File: config.mk
export PLATFORM = sky130hd
export DESIGN_NAME = display_source_select
export DESIGN_NICKNAME = d
export VERILOG_FILES = /design/src/rtl/display_pkg.sv /design/src/rtl/key_debouncer.sv /design/src/rtl/display_source_select.sv
export SDC_FILE = /design/constraint.sdc
export NUM_CORES = 1
export LEC_CHECK = 0
export CAP_MARGIN = 20
export CELL_PAD_IN_SITES_DETAIL_PLACEMENT = 0
export CELL_PAD_IN_SITES_GLOBAL_PLACEMENT = 2
export CORE_MARGIN = 2
export CORE_UTILIZATION = 30
export DETAILED_ROUTE_END_ITERATION = 7
export PLACE_DENSITY = 0.88
export RECOVER_POWER = 50
export SKIP_LAST_GASP = 1
export SLEW_MARGIN = 20
export SYNTH_ARGS = -nofsm -noshare
export SYNTH_HDL_FRONTEND = slang
export SYNTH_SLANG_ARGS = --single-unit
File: constraint.sdc
create_clock -name clk -period 4.1 [get_ports clk]
set_input_delay 0.615 -clock clk [delete_from_list [all_inputs] [get_ports clk]]
set_output_delay 0.615 -clock clk [all_outputs]
set_load 0.02 [all_outputs]
File: src/rtl/display_pkg.sv
// Shared constants for the hex-display source selector and its board-key helpers.
package display_pkg;

    localparam int SRC_COUNT = 4;
    localparam int SEL_W     = 2;
    localparam int DATA_W    = 32;

    // Defaults assume the 50 MHz DE2 clock: 20 ms debounce, 10 Hz refresh.
    localparam int DEBOUNCE_CYCLES_DEF = 1000000;
    localparam int REFRESH_CYCLES_DEF  = 5000000;

    function automatic int cnt_w(input int n);
        return (n > 1) ? $clog2(n) : 1;
    endfunction

endpackage

File: src/rtl/key_debouncer.sv
// Synchronises and debounces an active-low board key; flags each accepted press.
module key_debouncer
    import display_pkg::*;
#(
    parameter int DEBOUNCE_CYCLES = DEBOUNCE_CYCLES_DEF
) (
    input  logic clk,
    input  logic rst_n,
    input  logic key_n_i,
    output logic press_o
);

    localparam int               CNT_W    = cnt_w(DEBOUNCE_CYCLES);
    localparam logic [CNT_W-1:0] CNT_LAST = CNT_W'(DEBOUNCE_CYCLES - 1);

    logic             sync1_q;
    logic             sync2_q;
    logic             level_q;
    logic             level_d;
    logic [CNT_W-1:0] cnt_q;
    logic [CNT_W-1:0] cnt_d;

    always_ff @(posedge clk or negedge rst_n) begin
        if (!rst_n) begin
            sync1_q <= 1'b1;
            sync2_q <= 1'b1;
            level_q <= 1'b1;
            cnt_q   <= '0;
        end else begin
            sync1_q <= key_n_i;
            sync2_q <= sync1_q;
            level_q <= level_d;
            cnt_q   <= cnt_d;
        end
    end

    // Press is decoded on the accepting edge itself so the consumer can act
    // on the same edge the debounced level falls.
    always_comb begin
        level_d = level_q;
        cnt_d   = '0;
        press_o = 1'b0;
        if (sync2_q != level_q) begin
            if (cnt_q == CNT_LAST) begin
                level_d = sync2_q;
                press_o = ~sync2_q;
            end else begin
                cnt_d = cnt_q + 1'b1;
            end
        end
    end

endmodule

File: src/rtl/display_source_select.sv
// Picks one of four debug words with a debounced key and feeds the hex display
// decoder a registered snapshot, refreshed periodically unless frozen.
module display_source_select
    import display_pkg::*;
#(
    parameter int DEBOUNCE_CYCLES = DEBOUNCE_CYCLES_DEF,
    parameter int REFRESH_CYCLES  = REFRESH_CYCLES_DEF
) (
    input  logic              clk,
    input  logic              rst_n,
    input  logic              keyNextN,
    input  logic              freeze,
    input  logic [DATA_W-1:0] src0,
    input  logic [DATA_W-1:0] src1,
    input  logic [DATA_W-1:0] src2,
    input  logic [DATA_W-1:0] src3,
    output logic [DATA_W-1:0] displayData32,
    output logic [SEL_W-1:0]  srcSel,
    output logic              frozen,
    output logic              updatePulse
);

    localparam int               REF_W    = cnt_w(REFRESH_CYCLES);
    localparam logic [REF_W-1:0] REF_LAST = REF_W'(REFRESH_CYCLES - 1);

    logic              press;
    logic              freeze_meta_q;
    logic              freeze_sync_q;
    logic [SEL_W-1:0]  sel_q;
    logic [SEL_W-1:0]  sel_d;
    logic              sel_cap_q;
    logic              sel_cap_d;
    logic [REF_W-1:0]  refresh_q;
    logic [REF_W-1:0]  refresh_d;
    logic [DATA_W-1:0] data_q;
    logic [DATA_W-1:0] data_d;
    logic              pulse_q;
    logic              pulse_d;
    logic              refresh_term;
    logic [DATA_W-1:0] src_arr [SRC_COUNT];

    key_debouncer #(
        .DEBOUNCE_CYCLES(DEBOUNCE_CYCLES)
    ) u_key_next (
        .clk     (clk),
        .rst_n   (rst_n),
        .key_n_i (keyNextN),
        .press_o (press)
    );

    assign src_arr[0]   = src0;
    assign src_arr[1]   = src1;
    assign src_arr[2]   = src2;
    assign src_arr[3]   = src3;
    assign refresh_term = (refresh_q == REF_LAST);

    always_ff @(posedge clk or negedge rst_n) begin
        if (!rst_n) begin
            freeze_meta_q <= 1'b0;
            freeze_sync_q <= 1'b0;
            sel_q         <= '0;
            sel_cap_q     <= 1'b0;
            refresh_q     <= '0;
            data_q        <= '0;
            pulse_q       <= 1'b0;
        end else begin
            freeze_meta_q <= freeze;
            freeze_sync_q <= freeze_meta_q;
            sel_q         <= sel_d;
            sel_cap_q     <= sel_cap_d;
            refresh_q     <= refresh_d;
            data_q        <= data_d;
            pulse_q       <= pulse_d;
        end
    end

    // A selection capture overrides freeze so the new source is shown once;
    // if it lands on the terminal count both collapse into one capture.
    always_comb begin
        sel_d     = sel_q;
        sel_cap_d = 1'b0;
        refresh_d = refresh_q + 1'b1;
        data_d    = data_q;
        pulse_d   = 1'b0;
        if (press) begin
            sel_d     = sel_q + 1'b1;
            sel_cap_d = 1'b1;
        end
        if (sel_cap_q || refresh_term) begin
            refresh_d = '0;
        end
        if (sel_cap_q || (refresh_term && !freeze_sync_q)) begin
            data_d  = src_arr[sel_q];
            pulse_d = 1'b1;
        end
    end

    assign displayData32 = data_q;
    assign srcSel        = sel_q;
    assign frozen        = freeze_sync_q;
    assign updatePulse   = pulse_q;

endmodule

==> results.sh, run 1 <==
export IMPL_worst_pin_slew_ps=2080
export IMPL_synthesis_instances=361
export IMPL_nNetsFinal=660
export IMPL_power_density_mw_per_mm2=292
export IMPL_regToRegStartpoint="refresh_q[0]"
export IMPL_grt_max_degree=85
export IMPL_first_global_vias=3985
export IMPL_syn_nets=495
export IMPL_ir_worst_vdd_mv=0.211
export IMPL_dp_hpwl_microns=9450
export IMPL_drcViolationCount=0
export IMPL_leakage_nw=2.67
export IMPL_die_w_microns=126
export IMPL_synth_edf_count=0
export IMPL_num_rows=44
export IMPL_synthTopCellsByArea="dfrtp_1, mux4_2, mux2_2, xnor2_1, nor2_1"
export IMPL_dr_total_vias=3623
export IMPL_wl_microns=12400
export IMPL_layout_commonest_cell="clkdlybuf4s50_1"
export IMPL_fillCellCount=1351
export IMPL_ctsLongestPathBuffers=2
export IMPL_min_period_ps=2710
export IMPL_synth_compound_area_frac=0.0461
export IMPL_power_frac_seq=0.430
export IMPL_die_area_sq_mm=0.0159
export IMPL_layout_drive_gt1_share=0.188
export IMPL_hold_path_class="register to register"
export IMPL_ys_flop_type="dfrtp_1"
export IMPL_antenna_found_initial=0
export IMPL_startpoint_type="register"
export IMPL_p_int_mw=1.58
export IMPL_setup_viol_count_final=0
export IMPL_synth_xor_area_frac=0.0528
export IMPL_port_buffer_count=167
export IMPL_synthMuxAreaShare=0.244
export IMPL_via_per_inst=5.07
export IMPL_io_pins=168
export IMPL_clock_skew_ps=5.17
export IMPL_synth_top_family_by_area="multiplexers"
export IMPL_clock_root_buffer="clkbuf_16"
export IMPL_cts_max_level=3
export IMPL_synth_adder_area_share=0.00559
export IMPL_worstPathArrival_ps=2920
export IMPL_cts_setup_buffers=0
export IMPL_cts_resized=0
export IMPL_swShare=0.192
export IMPL_slew_violations=85
export IMPL_cts_made_buffers=9
export IMPL_drt_initial_drc_count=131
export IMPL_synth_area_per_cell_sq_um=12.4
export IMPL_crit_type="register to register"
export IMPL_synthSimpleGateAreaFrac=0.152
export IMPL_async_flop_share=1.00
export IMPL_status="finished, violations left"
export IMPL_synth_seq_cells=84
export IMPL_reg2reg_to="displayData32[10]"
export IMPL_clock_sinks=84
export IMPL_syn2layout_area_growth_pct=49.3
export IMPL_worstPathRequired_ps=4320
export IMPL_ys_types=38
export IMPL_yosys_warnings=0
export IMPL_startpoint="refresh_q[0]"
export IMPL_pwr_share_clk=0.479
export IMPL_crit_path_end="displayData32[10]"
export IMPL_synth_top_area_frac=0.452
export IMPL_r2r_slack_ps=1390
export IMPL_cts_tree="yes"
export IMPL_place_gp_congestion=0.766
export IMPL_post_drt_wl_per_cell_microns=17.4
export IMPL_grt_pass1_wl_microns=21100
export IMPL_first_pass_iters=4
export IMPL_layoutNonFillerInstCount=715
export IMPL_clk_pin_slew_ps=60
export IMPL_power_frac_comb=0.091
export IMPL_tns_ps=0
export IMPL_rsz0062_at_grt="false"
export IMPL_cp_end_kind="register"
export IMPL_period_share=0.660
export IMPL_synth_top_area_cell="dfrtp_1"
export IMPL_antenna_cells=0
export IMPL_crit_fanout=23
export IMPL_die_h_microns=126
export IMPL_grt_total_usage=0.166
export IMPL_start_util=0.307
export IMPL_synth_seq_area_share=0.470
export IMPL_max_freq_mhz=370
export IMPL_p_switching_uw=375
export IMPL_ant_nets=0
export IMPL_cts_hold_repair_buffers=0
export IMPL_maxSlewHeadroom=-0.384
export IMPL_synth_area_sq_mm=0.00448
export IMPL_dp_cells=699
export IMPL_final_cell_mix="clkdlybuf4s50_1, dfrtp_1, nor2_1"
export IMPL_clock_latency_ps=340
export IMPL_grt_overflow=0
export IMPL_r2r_cells=6
export IMPL_hold_viol=0
export IMPL_violations="capacitance limit, slew limit"
export IMPL_max_cap_viol_count=1
export IMPL_core_sq_mm=0.0146
-- cell type report --
| type | instances | area (sq um) | area share |
|---|---|---|---|
| inverter | 12 | 45.0 | 0.00673 |
| clock buffer | 10 | 239 | 0.0357 |
| clock inverter | 6 | 111 | 0.0166 |
| tap | 184 | 230 | 0.0344 |
| multi-input combinational | 249 | 2260 | 0.337 |
| timing repair buffer | 170 | 1700 | 0.254 |
| sequential | 84 | 2110 | 0.315 |
-- worst min path at each step --
stage	depth (start not counted)	end	from
CTS	0	frozen	freeze_meta_q
floorplan	0	displayData32[0]	rst_n
global route	0	frozen	freeze_meta_q
finish	0	frozen	freeze_meta_q
global placement	0	frozen	freeze_meta_q
detailed placement	0	frozen	freeze_meta_q
-- Yosys cell counts, types with 3 or more instances --
cell / number
dfrtp_1: 81
nor2_1: 34
mux2_2: 33
mux4_2: 32
xnor2_1: 19
nand2_1: 16
a21oi_1: 15
nand3_1: 14
inv_1: 12
nand4_1: 9
nor4_1: 9
or3_1: 8
xor2_1: 8
clkbuf_1: 7
o21ai_0: 7
o31ai_1: 6
nor3_1: 5
or4_1: 5
buf_2: 4
nand2b_1: 4
and3_1: 3
and4_1: 3
buf_6: 3
dfstp_2: 3
nor4b_1: 3
-- registers in the layout, summed over array words and instances, names as in the netlist --
register and cells:
u_key_next.cnt_q 20, refresh_q 23, updatePulse 1, u_key_next.sync1_q 1, srcSel 2, displayData32 32, u_key_next.level_q 1, sel_cap_q 1
u_key_next.sync2_q 1, frozen 1, freeze_meta_q 1
-- worst max-delay path, cell delays in order (launching register included) --
cell	delay, ps
dfrtp_1	390
ha_1	260
and4_1	250
nand4_2	170
o41ai_4	880
buf_12	280
mux2_2	350
-- metrics by stage --
step / hold slack, ps / utilization / power (mW) / instance area (sq um) / setup WS, ps
floorplan: 319 / - / 0.885 / 4480 / 1980
detailed placement: 336 / 0.435 / 1.03 / 6340 / 1400
global placement: 335 / 0.435 / 1.03 / 6340 / 1430
CTS: 350 / 0.459 / 1.98 / 6690 / 1360
global route: 360 / 0.459 / 2.04 / 6690 / 1230
finish: 347 / 0.459 / 1.95 / 6690 / 1390
-- cells by family (layout without fill, tap and decap cells) --
logic type | after synthesis | in the layout
adder cells (fa/ha/maj) | 2 | 2
buffers and inverters | 28 | 198
AO/OA/AOI/OAI | 31 | 31
multiplexers | 65 | 65
XOR/XNOR | 27 | 27
AND/OR/NAND/NOR | 124 | 124
flip-flops | 84 | 84
-- power groups by stage --
stage	registers (mW)	clock network (mW)	logic [mW]
finish	0.840	0.935	0.177
global route	0.840	1.00	0.191
CTS	0.839	0.964	0.181
detailed placement	0.855	0	0.180
global placement	0.854	0	0.177
floorplan	0.854	0	0.0307
-- per-layer routing --
metal | GRT usage | vias up | part of all wire
met5 | 0 | - | 0
met4 | 0.0465 | 0 | 0.020
met3 | 0.0433 | 23 | 0.043
met2 | 0.287 | 77 | 0.53
met1 | 0.204 | 1847 | 0.41
li1 | - | 1676 | -
Note: power is estimated with default switching activity, not from simulation.
==> run 2: changes to the inputs <==
--- a/config.mk
+++ b/config.mk
@@ -9,9 +9,9 @@
 export CELL_PAD_IN_SITES_DETAIL_PLACEMENT = 0
 export CELL_PAD_IN_SITES_GLOBAL_PLACEMENT = 2
 export CORE_MARGIN = 2
-export CORE_UTILIZATION = 30
+export CORE_UTILIZATION = 28
 export DETAILED_ROUTE_END_ITERATION = 7
-export PLACE_DENSITY = 0.88
+export PLACE_DENSITY = 0.83
 export RECOVER_POWER = 50
 export SKIP_LAST_GASP = 1
 export SLEW_MARGIN = 20
==> constraint.sdc (replaced) <==
create_clock -name clk -period 2.6 [get_ports clk]
set_input_delay 0.39 -clock clk [delete_from_list [all_inputs] [get_ports clk]]
set_output_delay 0.39 -clock clk [all_outputs]
set_load 0.02 [all_outputs]
==> results.sh, run 2 (same netlist as run 1, synthesis figures left out) <==
export IMPL_status="complete, no violations"
export IMPL_hold_viol=0
export IMPL_min_period_ps=2210
export IMPL_dp_hpwl_microns=9440
export IMPL_cp_end_kind="register"
export IMPL_clk_pin_slew_ps=60
export IMPL_fillCellCount=1514
export IMPL_dr_total_vias=3600
export IMPL_cts_max_level=3
export IMPL_die_h_microns=131
export IMPL_maxSlewHeadroom=0.186
export IMPL_dpl_instance_area_sq_mm=0.00644
export IMPL_clock_latency_ps=340
export IMPL_fin_hold_ws_ps=347
export IMPL_worstPathArrival_ps=2440
export IMPL_slowest_stage="o41ai_4"
export IMPL_setup_viol_count_final=0
export IMPL_core_sq_mm=0.0158
export IMPL_nNetsFinal=666
export IMPL_grt_overflow=0
export IMPL_drt_initial_drc_count=154
export IMPL_num_rows=46
export IMPL_slew_violations=0
export IMPL_startpoint_type="register"
export IMPL_layout_drive_gt1_share=0.188
export IMPL_clock_root_buffer="clkbuf_16"
export IMPL_port_buffer_count=167
export IMPL_max_freq_mhz=452
export IMPL_leakage_nw=2.69
export IMPL_crit_type="register to register"
export IMPL_die_w_microns=131
export IMPL_period_share=0.850
export IMPL_grt_pass1_wl_microns=19900
export IMPL_dp_cells=736
export IMPL_grt_max_degree=65
export IMPL_cts_setup_buffers=0
export IMPL_ant_nets=0
export IMPL_place_gp_congestion=0.810
export IMPL_first_global_vias=3815
export IMPL_cts_resized=0
export IMPL_final_cell_mix="clkdlybuf4s50_1, dfrtp_1, nor2_1"
export IMPL_antenna_cells=0
export IMPL_crit_chain="ha_1 -> and4_1 -> nand4_2 -> o41ai_4 -> buf_4 -> mux2_2"
export IMPL_cp_num_buf_inv=1
export IMPL_layout_commonest_cell="clkdlybuf4s50_1"
export IMPL_clock_skew_ps=3.63
export IMPL_cts_made_buffers=9
export IMPL_rsz0062_at_grt="false"
export IMPL_die_area_sq_mm=0.0170
export IMPL_crit_fanout=9
export IMPL_critPathTopFamily="compound AO/OA/AOI/OAI gates"
export IMPL_multi_input_area_sq_mm=0.00225
export IMPL_grt_total_usage=0.154
export IMPL_layoutNonFillerInstCount=753
export IMPL_hold_path_class="register to register"
export IMPL_max_cap_viol_count=0
export IMPL_clock_sinks=84
export IMPL_final_seq_area_sq_mm=0.00211
export IMPL_start_util=0.284
export IMPL_ir_worst_vdd_mv=0.277
export IMPL_cpPeakStageDelay_ps=440
export IMPL_largest_reg_flops=32
export IMPL_syn2layout_area_growth_pct=50.5
export IMPL_cts_tree="yes"
export IMPL_power_density_mw_per_mm2=429
export IMPL_wl_microns=12300
export IMPL_ctsLongestPathBuffers=2
export IMPL_tns_ps=0
export IMPL_final_area_sq_mm=0.00674
export IMPL_antenna_found_initial=0
export IMPL_first_pass_iters=4
export IMPL_post_drt_wl_per_cell_microns=16.3
export IMPL_worstPathRequired_ps=2830
export IMPL_via_per_inst=4.78
export IMPL_worst_pin_slew_ps=1220
export IMPL_cts_hold_repair_buffers=1
export IMPL_io_pins=168
export IMPL_drcViolationCount=0
-- run 2: final timing paths --
kind | start | end | slack, ps | depth (start not counted)
setup / recovery | refresh_q[0] | displayData32[23] | 390 | 6
hold / removal | freeze_meta_q | frozen | 350 | 0
setup reg to reg | refresh_q[0] | displayData32[23] | 390 | 6
hold reg to reg | freeze_meta_q | frozen | 350 | 0
max in group asynchronous | rst_n | u_key_next.sync1_q | 820 | 3
min in group asynchronous | rst_n | displayData32[24] | 820 | 2
-- run 2: area by class of cell --
type	count	share of cell area
multi-input combinational	249	0.333
tap	216	0.0401
sequential	84	0.313
timing repair buffer	176	0.263
clock buffer	15	0.0397
clock inverter	1	0.00445
inverter	12	0.00668
-- run 2: worst reg2reg max path, cell delays in order, from the launching register on --
cell,delay [ps]
dfrtp_1,380
ha_1,250
and4_1,250
nand4_2,160
o41ai_4,440
buf_4,260
mux2_2,350
-- run 2: routing by layer --
metal | vias to the layer above | routed length, microns | global-route usage
met3 | 14 | 842 | 0.0395
met1 | 1775 | 5360 | 0.193
met5 | - | 0 | 0
li1 | 1696 | - | -
met2 | 115 | 5850 | 0.256
met4 | 0 | 224 | 0.0594
-- run 2: power by group --
part | switching [mW] | internal (mW)
combinational | 0.0711 | 0.212
clock | 0.486 | 0.798
sequential | 0.00840 | 1.32
-- run 2: per-stage QoR --
step	setup slack (ps)	power (mW)	util
after detailed placement	362	1.63	0.408
final	389	2.89	0.427
after global routing	249	3.04	0.427
after CTS	361	2.95	0.428
after global placement	451	1.63	0.408
after floorplan	476	1.40	-
==> run 3: changes to the inputs <==
--- a/config.mk
+++ b/config.mk
@@ -5,13 +5,13 @@
 export SDC_FILE = /design/constraint.sdc
 export NUM_CORES = 1
 export LEC_CHECK = 0
-export CAP_MARGIN = 20
+export ABC_AREA = 1
 export CELL_PAD_IN_SITES_DETAIL_PLACEMENT = 0
 export CELL_PAD_IN_SITES_GLOBAL_PLACEMENT = 2
 export CORE_MARGIN = 2
-export CORE_UTILIZATION = 28
+export CORE_UTILIZATION = 24
 export DETAILED_ROUTE_END_ITERATION = 7
-export PLACE_DENSITY = 0.83
+export PLACE_DENSITY = 0.87
 export RECOVER_POWER = 50
 export SKIP_LAST_GASP = 1
 export SLEW_MARGIN = 20
==> results.sh, run 3 <==
export IMPL_status="complete, no violations"
export IMPL_syn_nets=848
export IMPL_cpMostUsedCell="nand3_1"
export IMPL_hold_viol=0
export IMPL_synth_xor_area_frac=0.0281
export IMPL_startpoint_type="register"
export IMPL_hold_path_class="input pin to async pin"
export IMPL_cts_setup_buffers=0
export IMPL_dp_hpwl_microns=13800
export IMPL_dp_cells=1127
export IMPL_layoutNonFillerInstCount=1143
export IMPL_synth_adder_area_share=0.00501
export IMPL_pwr_share_clk=0.472
export IMPL_die_w_microns=148
export IMPL_cts_resized=0
export IMPL_critPathTopFamily="simple AND/OR/NAND/NOR gates"
export IMPL_place_gp_congestion=0.850
export IMPL_io_pins=168
export IMPL_ys_types=31
export IMPL_crit_fanout=53
export IMPL_max_cap_viol_count=0
export IMPL_min_period_ps=2180
export IMPL_p_switching_uw=625
export IMPL_power_frac_seq=0.432
export IMPL_power_frac_comb=0.096
export IMPL_synthSimpleGateAreaFrac=0.353
export IMPL_slowest_stage="nand2_4"
export IMPL_setup_viol_count_final=0
export IMPL_port_buffer_count=167
export IMPL_grt_total_usage=0.169
export IMPL_synthMuxAreaShare=0
export IMPL_drt_initial_drc_count=284
export IMPL_cp_num_buf_inv=0
export IMPL_tns_ps=0
export IMPL_syn2layout_area_growth_pct=45.4
export IMPL_cpPeakStageDelay_ps=470
export IMPL_synth_area_per_cell_sq_um=6.99
export IMPL_ctsLongestPathBuffers=2
export IMPL_largest_reg_flops=32
export IMPL_synth_top_area_frac=0.406
export IMPL_via_per_inst=4.56
export IMPL_synth_compound_area_frac=0.120
export IMPL_cts_tree="yes"
export IMPL_ir_worst_vdd_mv=0.338
export IMPL_worst_pin_slew_ps=1110
export IMPL_regToRegStartpoint="refresh_q[0]"
export IMPL_period_share=0.839
export IMPL_synth_top_family_by_area="simple AND/OR/NAND/NOR gates"
export IMPL_cts_hold_repair_buffers=0
export IMPL_layout_commonest_cell="nor2_1"
export IMPL_die_area_sq_mm=0.0220
export IMPL_rsz0062_at_grt="false"
export IMPL_antenna_cells=0
export IMPL_first_pass_iters=5
export IMPL_clock_root_buffer="clkbuf_16"
export IMPL_synth_top_area_cell="dfrtp_1"
export IMPL_cp_end_kind="register"
export IMPL_crit_type="register to register"
export IMPL_max_freq_mhz=458
export IMPL_ant_nets=0
export IMPL_swShare=0.205
export IMPL_num_rows=52
export IMPL_nNetsFinal=1002
export IMPL_synth_seq_area_share=0.422
export IMPL_power_density_mw_per_mm2=421
export IMPL_synthesis_instances=714
export IMPL_worstPathRequired_ps=2880
export IMPL_leakage_nw=2.97
export IMPL_clock_latency_ps=340
export IMPL_cts_max_level=3
export IMPL_r2r_slack_ps=420
export IMPL_synth_seq_cells=84
export IMPL_r2r_cells=7
export IMPL_wl_microns=18100
export IMPL_first_global_vias=5349
export IMPL_ys_flop_type="dfrtp_1"
export IMPL_grt_overflow=0
export IMPL_synth_common_cells="nor2_1, nand2_1, nand3_1, dfrtp_1, o21ai_0"
export IMPL_synth_most_common_cell="nor2_1"
export IMPL_final_cell_mix="nor2_1, clkdlybuf4s50_1, nand2_1"
export IMPL_clock_skew_ps=8.66
export IMPL_antenna_found_initial=0
export IMPL_core_sq_mm=0.0203
export IMPL_startpoint="refresh_q[0]"
export IMPL_clk_pin_slew_ps=60
export IMPL_grt_max_degree=54
export IMPL_drcViolationCount=0
export IMPL_reg2reg_to="displayData32[18]"
export IMPL_maxSlewHeadroom=0.260
export IMPL_worstPathArrival_ps=2460
export IMPL_grt_pass1_wl_microns=29100
export IMPL_synthTopCellsByArea="dfrtp_1, nor2_1, nand2_1, nand3_1, o21ai_0"
export IMPL_synth_area_sq_mm=0.00499
export IMPL_post_drt_wl_per_cell_microns=15.8
export IMPL_die_h_microns=148
export IMPL_synth_edf_count=0
export IMPL_start_util=0.246
export IMPL_crit_chain="ha_1 -> nand3_1 -> nor2_1 -> nand3_4 -> nand2_4 -> nand3_1 -> nand2_1"
export IMPL_slew_violations=0
export IMPL_cts_made_buffers=9
export IMPL_async_flop_share=1.00
export IMPL_p_int_mw=2.43
export IMPL_clock_sinks=84
export IMPL_layout_drive_gt1_share=0.0447
export IMPL_dr_total_vias=5210
export IMPL_yosys_warnings=0
[run 3: metrics by stage]
stage	setup WS [ps]	power [mW]	utilization	area, sq um	hold slack, ps
floorplan	1090	1.39	-	4990	94.4
CTS	441	3.10	0.359	7290	41.0
detailed placement	602	1.64	0.342	6950	343
global placement	655	1.64	0.342	6950	339
global route	183	3.17	0.358	7260	305
finish	417	3.05	0.358	7260	231
[run 3: power groups by stage]
stage          clock, mW  sequential [mW]  combinational, mW
2_1_floorplan          0             1.34             0.0434
3_5_place_dp           0             1.34              0.298
5_1_grt             1.53             1.32              0.318
6_report            1.44             1.32              0.292
3_3_place_gp           0             1.34              0.300
4_1_cts             1.49             1.32              0.299
[run 3: per-layer routing]
layer	global-route usage	routed length, microns	vias up
met4	0.0352	227	0
met1	0.223	8370	2456
met3	0.0353	582	15
met5	0	0	-
li1	-	-	2651
met2	0.289	8900	88
[run 3: layout make-up]
| type | count | area, sq um |
|---|---|---|
| multi-input combinational | 546 | 2510 |
| clock buffer | 13 | 270 |
| inverter | 49 | 184 |
| tap | 270 | 338 |
| sequential | 84 | 2110 |
| clock inverter | 3 | 67.6 |
| fill | 2219 | 13000 |
| timing repair buffer | 178 | 1780 |
[run 3: worst max-delay path by stage]
| stage | to | slack [ps] | depth (start not counted) |
|---|---|---|---|
| floorplan | displayData32[10] | 1090 | 7 |
| global placement | displayData32[27] | 660 | 7 |
| detailed placement | displayData32[18] | 600 | 7 |
| CTS | srcSel[0] | 440 | 1 |
| global route | displayData32[21] | 180 | 7 |
| finish | displayData32[18] | 420 | 7 |
[run 3: cell families (layout without fill, tap and decap cells)]
family,Yosys count,after routing
AO/OA/AOI/OAI,112,112
AND/OR/NAND/NOR,416,416
adder cells (fa/ha/maj),2,2
XOR/XNOR,16,16
flip-flops,84,84
buffers and inverters,84,243
